**config.mk**
```make
export PLATFORM = sky130hd
export DESIGN_NAME = pkt_proc_mvc
export DESIGN_NICKNAME = d
export VERILOG_FILES = /design/src/rtl/pkt_proc_mvc.sv
export SDC_FILE = /design/constraint.sdc
export NUM_CORES = 1
export LEC_CHECK = 0
export ABC_CLOCK_PERIOD_IN_PS = 6240
export CAP_MARGIN = 30
export CORE_MARGIN = 2
export CORE_UTILIZATION = 50
export CTS_CLUSTER_DIAMETER = 40
export CTS_CLUSTER_SIZE = 14
export DETAILED_ROUTE_END_ITERATION = 10
export PLACE_DENSITY = 0.79
export SLEW_MARGIN = 10
export SYNTH_ARGS = -nofsm -noshare
export SYNTH_HDL_FRONTEND = slang
export SYNTH_SLANG_ARGS = --single-unit
export TNS_END_PERCENT = 50
```
**constraint.sdc**
```tcl
create_clock -name clk_axi -period 6.24 [get_ports clk_axi]
set_input_delay 1.248 -clock clk_axi [delete_from_list [all_inputs] [get_ports clk_axi]]
set_output_delay 1.248 -clock clk_axi [all_outputs]
set_load 0.05 [all_outputs]
```
**src/rtl/pkt_proc_mvc.sv**
```systemverilog
// Multi-VC packet processor: TX frames AXI beats into HEAD/BODY/TAIL flits per VC,
// RX strips flit type, tracks packet boundaries per VC and registers through a 2-entry skid.
module pkt_proc_mvc #(
  parameter int NUM_VC      = 3,
  parameter int FLIT_DATA_W = 32,
  parameter int PKT_SZ_W    = 8,
  parameter int SZ_LSB      = 0,
  localparam int VC_W       = (NUM_VC > 1) ? $clog2(NUM_VC) : 1
) (
  input  logic                     clk_axi,
  input  logic                     arst_axi,
  input  logic                     tx_valid_i,
  output logic                     tx_ready_o,
  input  logic [VC_W-1:0]          tx_vc_i,
  input  logic [PKT_SZ_W-1:0]      tx_pkt_sz_i,
  input  logic [FLIT_DATA_W-1:0]   tx_data_i,
  output logic                     noc_tx_valid_o,
  input  logic                     noc_tx_ready_i,
  output logic [VC_W-1:0]          noc_tx_vc_o,
  output logic [FLIT_DATA_W+1:0]   noc_tx_flit_o,
  input  logic                     noc_rx_valid_i,
  output logic                     noc_rx_ready_o,
  input  logic [VC_W-1:0]          noc_rx_vc_i,
  input  logic [FLIT_DATA_W+1:0]   noc_rx_flit_i,
  output logic                     rx_valid_o,
  input  logic                     rx_ready_i,
  output logic [VC_W-1:0]          rx_vc_o,
  output logic [FLIT_DATA_W-1:0]   rx_data_o,
  output logic                     rx_sop_o,
  output logic                     rx_eop_o,
  output logic [NUM_VC-1:0]        rx_err_o,
  input  logic [NUM_VC-1:0]        err_clr_i
);

  typedef enum logic [1:0] {TY_HEAD = 2'b00, TY_BODY = 2'b01, TY_TAIL = 2'b10, TY_RSVD = 2'b11} flit_ty_e;
  typedef enum logic {ST_IDLE, ST_PKT} vc_st_e;
  typedef struct packed {
    logic [VC_W-1:0]        vc;
    logic [FLIT_DATA_W-1:0] data;
    logic                   sop;
    logic                   eop;
  } skid_ent_t;

  localparam logic [PKT_SZ_W-1:0] SZ_ONE = PKT_SZ_W'(1);

  vc_st_e                tx_st_q  [NUM_VC];
  vc_st_e                tx_st_d  [NUM_VC];
  logic [PKT_SZ_W-1:0]   tx_cnt_q [NUM_VC];
  logic [PKT_SZ_W-1:0]   tx_cnt_d [NUM_VC];
  vc_st_e                rx_st_q  [NUM_VC];
  vc_st_e                rx_st_d  [NUM_VC];
  logic [PKT_SZ_W-1:0]   rx_rem_q [NUM_VC];
  logic [PKT_SZ_W-1:0]   rx_rem_d [NUM_VC];
  logic [NUM_VC-1:0]     err_q, err_d, err_set;
  skid_ent_t             sk0_q, sk0_d, sk1_q, sk1_d, in_ent;
  logic [1:0]            sk_cnt_q, sk_cnt_d;
  logic                  rdy_q, rdy_d;

  flit_ty_e              tx_ty, rx_ty;
  logic                  tx_vc_ok, rx_vc_ok, push, pop, in_sop, in_eop, in_err;
  logic [PKT_SZ_W-1:0]   rx_sz;

  assign tx_vc_ok       = 32'(tx_vc_i) < 32'(NUM_VC);
  assign noc_tx_valid_o = tx_valid_i;
  assign noc_tx_vc_o    = tx_vc_i;
  assign tx_ready_o     = noc_tx_ready_i;
  assign noc_tx_flit_o  = tx_valid_i ? {tx_ty, tx_data_i} : '0;

  always_comb begin
    tx_st_d  = tx_st_q;
    tx_cnt_d = tx_cnt_q;
    tx_ty    = TY_HEAD;
    if (tx_vc_ok && tx_st_q[tx_vc_i] == ST_PKT)
      tx_ty = (tx_cnt_q[tx_vc_i] != '0) ? TY_BODY : TY_TAIL;
    if (tx_vc_ok && tx_valid_i && noc_tx_ready_i) begin
      unique case (tx_ty)
        TY_HEAD: if (tx_pkt_sz_i != '0) begin
          tx_st_d[tx_vc_i]  = ST_PKT;
          tx_cnt_d[tx_vc_i] = tx_pkt_sz_i - SZ_ONE;
        end
        TY_BODY: tx_cnt_d[tx_vc_i] = tx_cnt_q[tx_vc_i] - SZ_ONE;
        default: tx_st_d[tx_vc_i] = ST_IDLE;
      endcase
    end
  end

  assign rx_vc_ok = 32'(noc_rx_vc_i) < 32'(NUM_VC);
  assign rx_ty    = flit_ty_e'(noc_rx_flit_i[FLIT_DATA_W +: 2]);
  assign rx_sz    = noc_rx_flit_i[SZ_LSB +: PKT_SZ_W];
  assign push     = noc_rx_valid_i && rdy_q;
  assign pop      = (sk_cnt_q != 2'd0) && rx_ready_i;

  always_comb begin
    rx_st_d  = rx_st_q;
    rx_rem_d = rx_rem_q;
    in_sop   = 1'b0;
    in_eop   = 1'b0;
    in_err   = 1'b0;
    err_set  = '0;
    if (!rx_vc_ok) begin
      in_eop = 1'b1;
    end else if (rx_st_q[noc_rx_vc_i] == ST_IDLE) begin
      if (rx_ty == TY_HEAD) begin
        in_sop = 1'b1;
        if (rx_sz == '0) in_eop = 1'b1;
        else begin
          rx_st_d[noc_rx_vc_i]  = ST_PKT;
          rx_rem_d[noc_rx_vc_i] = rx_sz;
        end
      end else in_err = 1'b1;
    end else begin
      unique case (rx_ty)
        TY_BODY: if (rx_rem_q[noc_rx_vc_i] > SZ_ONE) rx_rem_d[noc_rx_vc_i] = rx_rem_q[noc_rx_vc_i] - SZ_ONE;
                 else in_err = 1'b1;
        TY_TAIL: if (rx_rem_q[noc_rx_vc_i] == SZ_ONE) begin
                   in_eop = 1'b1;
                   rx_st_d[noc_rx_vc_i] = ST_IDLE;
                 end else in_err = 1'b1;
        default: in_err = 1'b1;
      endcase
    end
    // An erroring HEAD (only possible mid-packet) still opens a fresh packet.
    if (in_err) begin
      in_sop               = 1'b0;
      in_eop               = 1'b1;
      err_set[noc_rx_vc_i] = 1'b1;
      rx_st_d[noc_rx_vc_i] = ST_IDLE;
      if (rx_ty == TY_HEAD && rx_sz != '0) begin
        rx_st_d[noc_rx_vc_i]  = ST_PKT;
        rx_rem_d[noc_rx_vc_i] = rx_sz;
      end
    end
    if (!push) begin
      rx_st_d  = rx_st_q;
      rx_rem_d = rx_rem_q;
      err_set  = '0;
    end
  end

  assign err_d  = (err_q & ~err_clr_i) | err_set;
  assign in_ent = {noc_rx_vc_i, noc_rx_flit_i[FLIT_DATA_W-1:0], in_sop, in_eop};

  always_comb begin
    sk0_d    = sk0_q;
    sk1_d    = sk1_q;
    sk_cnt_d = sk_cnt_q;
    unique case (sk_cnt_q)
      2'd0: if (push) begin
        sk0_d    = in_ent;
        sk_cnt_d = 2'd1;
      end
      2'd1: begin
        if (push && pop) sk0_d = in_ent;
        else if (push) begin
          sk1_d    = in_ent;
          sk_cnt_d = 2'd2;
        end else if (pop) sk_cnt_d = 2'd0;
      end
      default: if (pop) begin
        sk0_d    = sk1_q;
        sk_cnt_d = 2'd1;
      end
    endcase
    rdy_d = (sk_cnt_d != 2'd2);
  end

  always_ff @(posedge clk_axi or posedge arst_axi) begin
    if (arst_axi) begin
      tx_st_q  <= '{default: ST_IDLE};
      tx_cnt_q <= '{default: '0};
      rx_st_q  <= '{default: ST_IDLE};
      rx_rem_q <= '{default: '0};
      err_q    <= '0;
      sk0_q    <= '0;
      sk1_q    <= '0;
      sk_cnt_q <= 2'd0;
      rdy_q    <= 1'b1;
    end else begin
      tx_st_q  <= tx_st_d;
      tx_cnt_q <= tx_cnt_d;
      rx_st_q  <= rx_st_d;
      rx_rem_q <= rx_rem_d;
      err_q    <= err_d;
      sk0_q    <= sk0_d;
      sk1_q    <= sk1_d;
      sk_cnt_q <= sk_cnt_d;
      rdy_q    <= rdy_d;
    end
  end

  assign noc_rx_ready_o = rdy_q;
  assign rx_valid_o     = (sk_cnt_q != 2'd0);
  assign rx_vc_o        = sk0_q.vc;
  assign rx_data_o      = sk0_q.data;
  assign rx_sop_o       = sk0_q.sop;
  assign rx_eop_o       = sk0_q.eop;
  assign rx_err_o       = err_q;

endmodule
```
==> results.toml <==
[worst_hold_path]
hold_depth = 2
worstHoldPathType = "flop to flop"

[logic_synthesis]
synth-seq-area-share_pct = 43.2
syn_inst = 773
syn-num-nets = 868
ys_seq_elements = 132
synth_common_cells = "131 x dfrtp_1, 98 x nand2_1, 59 x mux2_2"
synth.avg_cell_area_um2 = 9.89
synth_most_common_cell = "dfrtp_1"
postSynth.asyncResetShare_pct = 100
synth-edff-count = 0
synth.cell_area_um2 = 7640
synthTopCellsByArea = "dfrtp_1 43%, mux2_2 8.7%, mux2i_1 7.2%, nand2_1 4.8%, o21ai_0 3.5%"
yosys.area.top_type = "dfrtp_1"
ys.flop_type = "dfrtp_1"
synth_top_area_share_pct = 42.9
synth_cell_types = 81
yosysWarnings = 0

[clocking]
cts_tree = "yes"
path_clk_slew_ns = 0.06
cts_buffer_depth = 2
numClockSinks = 132
cts_setup_buffers = 0
cts-hold-fix-buffers = 0
h-tree-depth = 4
cts_buffers = 17
clock_latency_ns = 0.42
post_cts_resize_count = 0
cts_root_buf = "clkbuf_16"

[route]
ant_nets = 0
totalWireLength_mm = 20.1
dr.pass1.iters = 6
num_vias = 6538
viasPerCell = 5.85
wl_per_cell_um = 18.0
drc = 0
drtIter0Drc = 617

[timing]
tightest_slew_ns = 1.02
max_freq_ghz = 0.186
setup_tns_ns = 0
skew_ns = 0.00584
setup_viol_count_final = 0
hold_viol_final = 0
final_max_slew_viol_count = 0
rsz0062_at_grt = "no"
period_share_pct = 86.0
relSlewSlack_pct = 32.0
finalWorstPathRequiredPeriod_ns = 5.37

[cells_and_area]
syn_to_final_growth_pct = 30.7
drive_gt1_share_pct = 14.9
design_area_um2 = 9990
nets = 1011
antenna_cells = 0
instances_no_fill = 1117

[pwr]
ir_worst_vdd_mv = 0.251
p_per_area_nw_per_um2 = 426
power_leakage_uw = 0.00404

[critical_path]
end_kind = "output port"
crit_top_cell = "clkdlybuf4s50_1"
cp-start-kind = "input port"
r2r_slack_ns = 3.08
crit_chain = "clkdlybuf4s50_1 > buf_4 > nor2b_1 > a21oi_1 > ha_1 > nand4_1 > and3_1 > clkdlybuf4s50_1"
crit_arrival_ns = 4.12
worstRegToRegCells = 10
slowest_delay_ns = 0.80
path_max_fanout = 17
critPathSlowestCell = "clkdlybuf4s50_1"
worstSetupPathType = "input port to output port"
crit_required_ns = 4.99

[grt]
grt_pass1_vias = 6373
met2_usage_pct = 40.1
grt_pass1_wl_mm = 32.5
grt_busiest_layer = "met2"
grt_start_max_net_pins = 68
grt_usage_pct = 25.2
met1_usage_pct = 34.0
grtUsageMet3_pct = 5.82
antenna_found_initial = 0
globalRouteOverflowTotal = 0

[placement]
post-dp-hpwl_mm = 13.8
dpl_cell_area_um2 = 9380
gp_congestion = 0.946
numPortBuffers = 165
dp_cells = 1085

[floorplan]
dieWidth_um = 128
core-area_um2 = 15100
io-pin-count = 166
placementRows = 45
die_h_um = 128
initial_utilization_pct = 50.6
die-area_um2 = 16300

[outcome]
outcome = "complete, no violations"

[job]
maxCapViolations = 0
## cells in the final DEF (no fill, tap or decap), types with 3 or more instances in the layout
cell type / synthesis / layout
o21ai_1: 4 / 4
o32ai_1: 6 / 6
clkinv_4: 0 / 3
nor3b_1: 5 / 5
clkdlybuf4s50_1: 0 / 164
nand2_1: 98 / 98
a211oi_1: 5 / 5
xnor2_1: 8 / 8
nor4_1: 5 / 5
a21oi_1: 35 / 35
nand3_1: 16 / 16
nand2b_1: 3 / 3
buf_4: 8 / 11
and2_1: 36 / 36
a211o_1: 3 / 3
clkbuf_8: 0 / 4
o22a_1: 3 / 3
xor2_1: 10 / 10
inv_1: 19 / 18
ha_1: 8 / 8
nor3_1: 12 / 12
clkbuf_16: 0 / 17
a31oi_1: 7 / 7
mux2_2: 59 / 59
mux2i_1: 55 / 55
nor2_1: 45 / 44
o22ai_1: 10 / 9
clkinvlp_4: 0 / 3
o2bb2ai_1: 5 / 5
and3_1: 4 / 4
o221ai_1: 15 / 15
o21ai_2: 3 / 3
o21ai_0: 53 / 53
dfrtp_1: 131 / 130
## critical path, delay by kind of cell
kind            cells  cell delay [ns]
fa+ha+maj           1             0.27
compound gates      1             0.23
buf+inv             3             1.49
simple gates        3             0.87
## cell type report
class	count	area [µm²]
inverters	19	73.8
fillers	1148	5100
clock inverters	10	123
repair buffers	176	1750
well taps	188	235
multi-input cells	570	4010
flip-flops and latches	132	3310
clock buffers	22	484
## state kept, by name, indices dropped and copies added, names as in the netlist, named ones only
name	flops
noc_rx_ready_o	1
sk1_q	36
rx_err_o	3
sk_cnt_q	2
tx_cnt_q	24
rx_rem_q	24
rx_st_q	3
rx_data_o	32
rx_sop_o	1
rx_vc_o	2
rx_eop_o	1
## kinds of logic (layout without fill, tap and decap cells)
| group | after synthesis | after routing | share of synthesized area (%) |
|---|---|---|---|
| AND/OR/NAND/NOR | 254 | 254 | 17.0 |
| adder cells (fa/ha/maj) | 8 | 8 | 1.31 |
| buffers and inverters | 71 | 227 | 4.54 |
| AO/OA/AOI/OAI | 176 | 176 | 15.9 |
| multiplexers | 114 | 114 | 15.9 |
| XOR/XNOR | 18 | 18 | 2.06 |
| flip-flops | 132 | 132 | 43.2 |
## path summary, 6_finish.rpt
| check | from | to |
|---|---|---|
| worst max-delay path | tx_vc_i[0] | noc_tx_flit_o[32] |
| worst min-delay path | rx_data_o[16] | rx_data_o[16] |
| worst max register to register | rx_rem_q[16] | rx_rem_q[11] |
| worst min register to register | rx_data_o[16] | rx_data_o[16] |
| max in group asynchronous | arst_axi | rx_data_o[6] |
| min in group asynchronous | arst_axi | rx_data_o[16] |
## report_power, final
group	switching (µW)	total [µW]	internal (µW)	leakage [µW]
Sequential	217	1460	1240	0.00159
Clock	386	1020	633	0.000289
Combinational	1070	1780	709	0.00216
Total	1670	4250	2580	0.00404
## metrics by stage
step	utilization (%)	worst slack, ns	power (µW)	hold WS [ns]
floorplan	-	1.47	2680	0.441
global placement	62.0	1.01	3180	0.457
detailed placement	62.2	0.907	3230	0.467
CTS	66.2	0.892	4260	0.477
global route	66.2	0.781	4480	0.486
finish	66.2	0.871	4250	0.475
## per-layer routing
layer	part of all wire [%]	vias up
li1	-	3069
met1	43	3140
met2	49	289
met3	7.1	40
met4	1.8	0
met5	0	-
(Power assumes the default switching activity.)
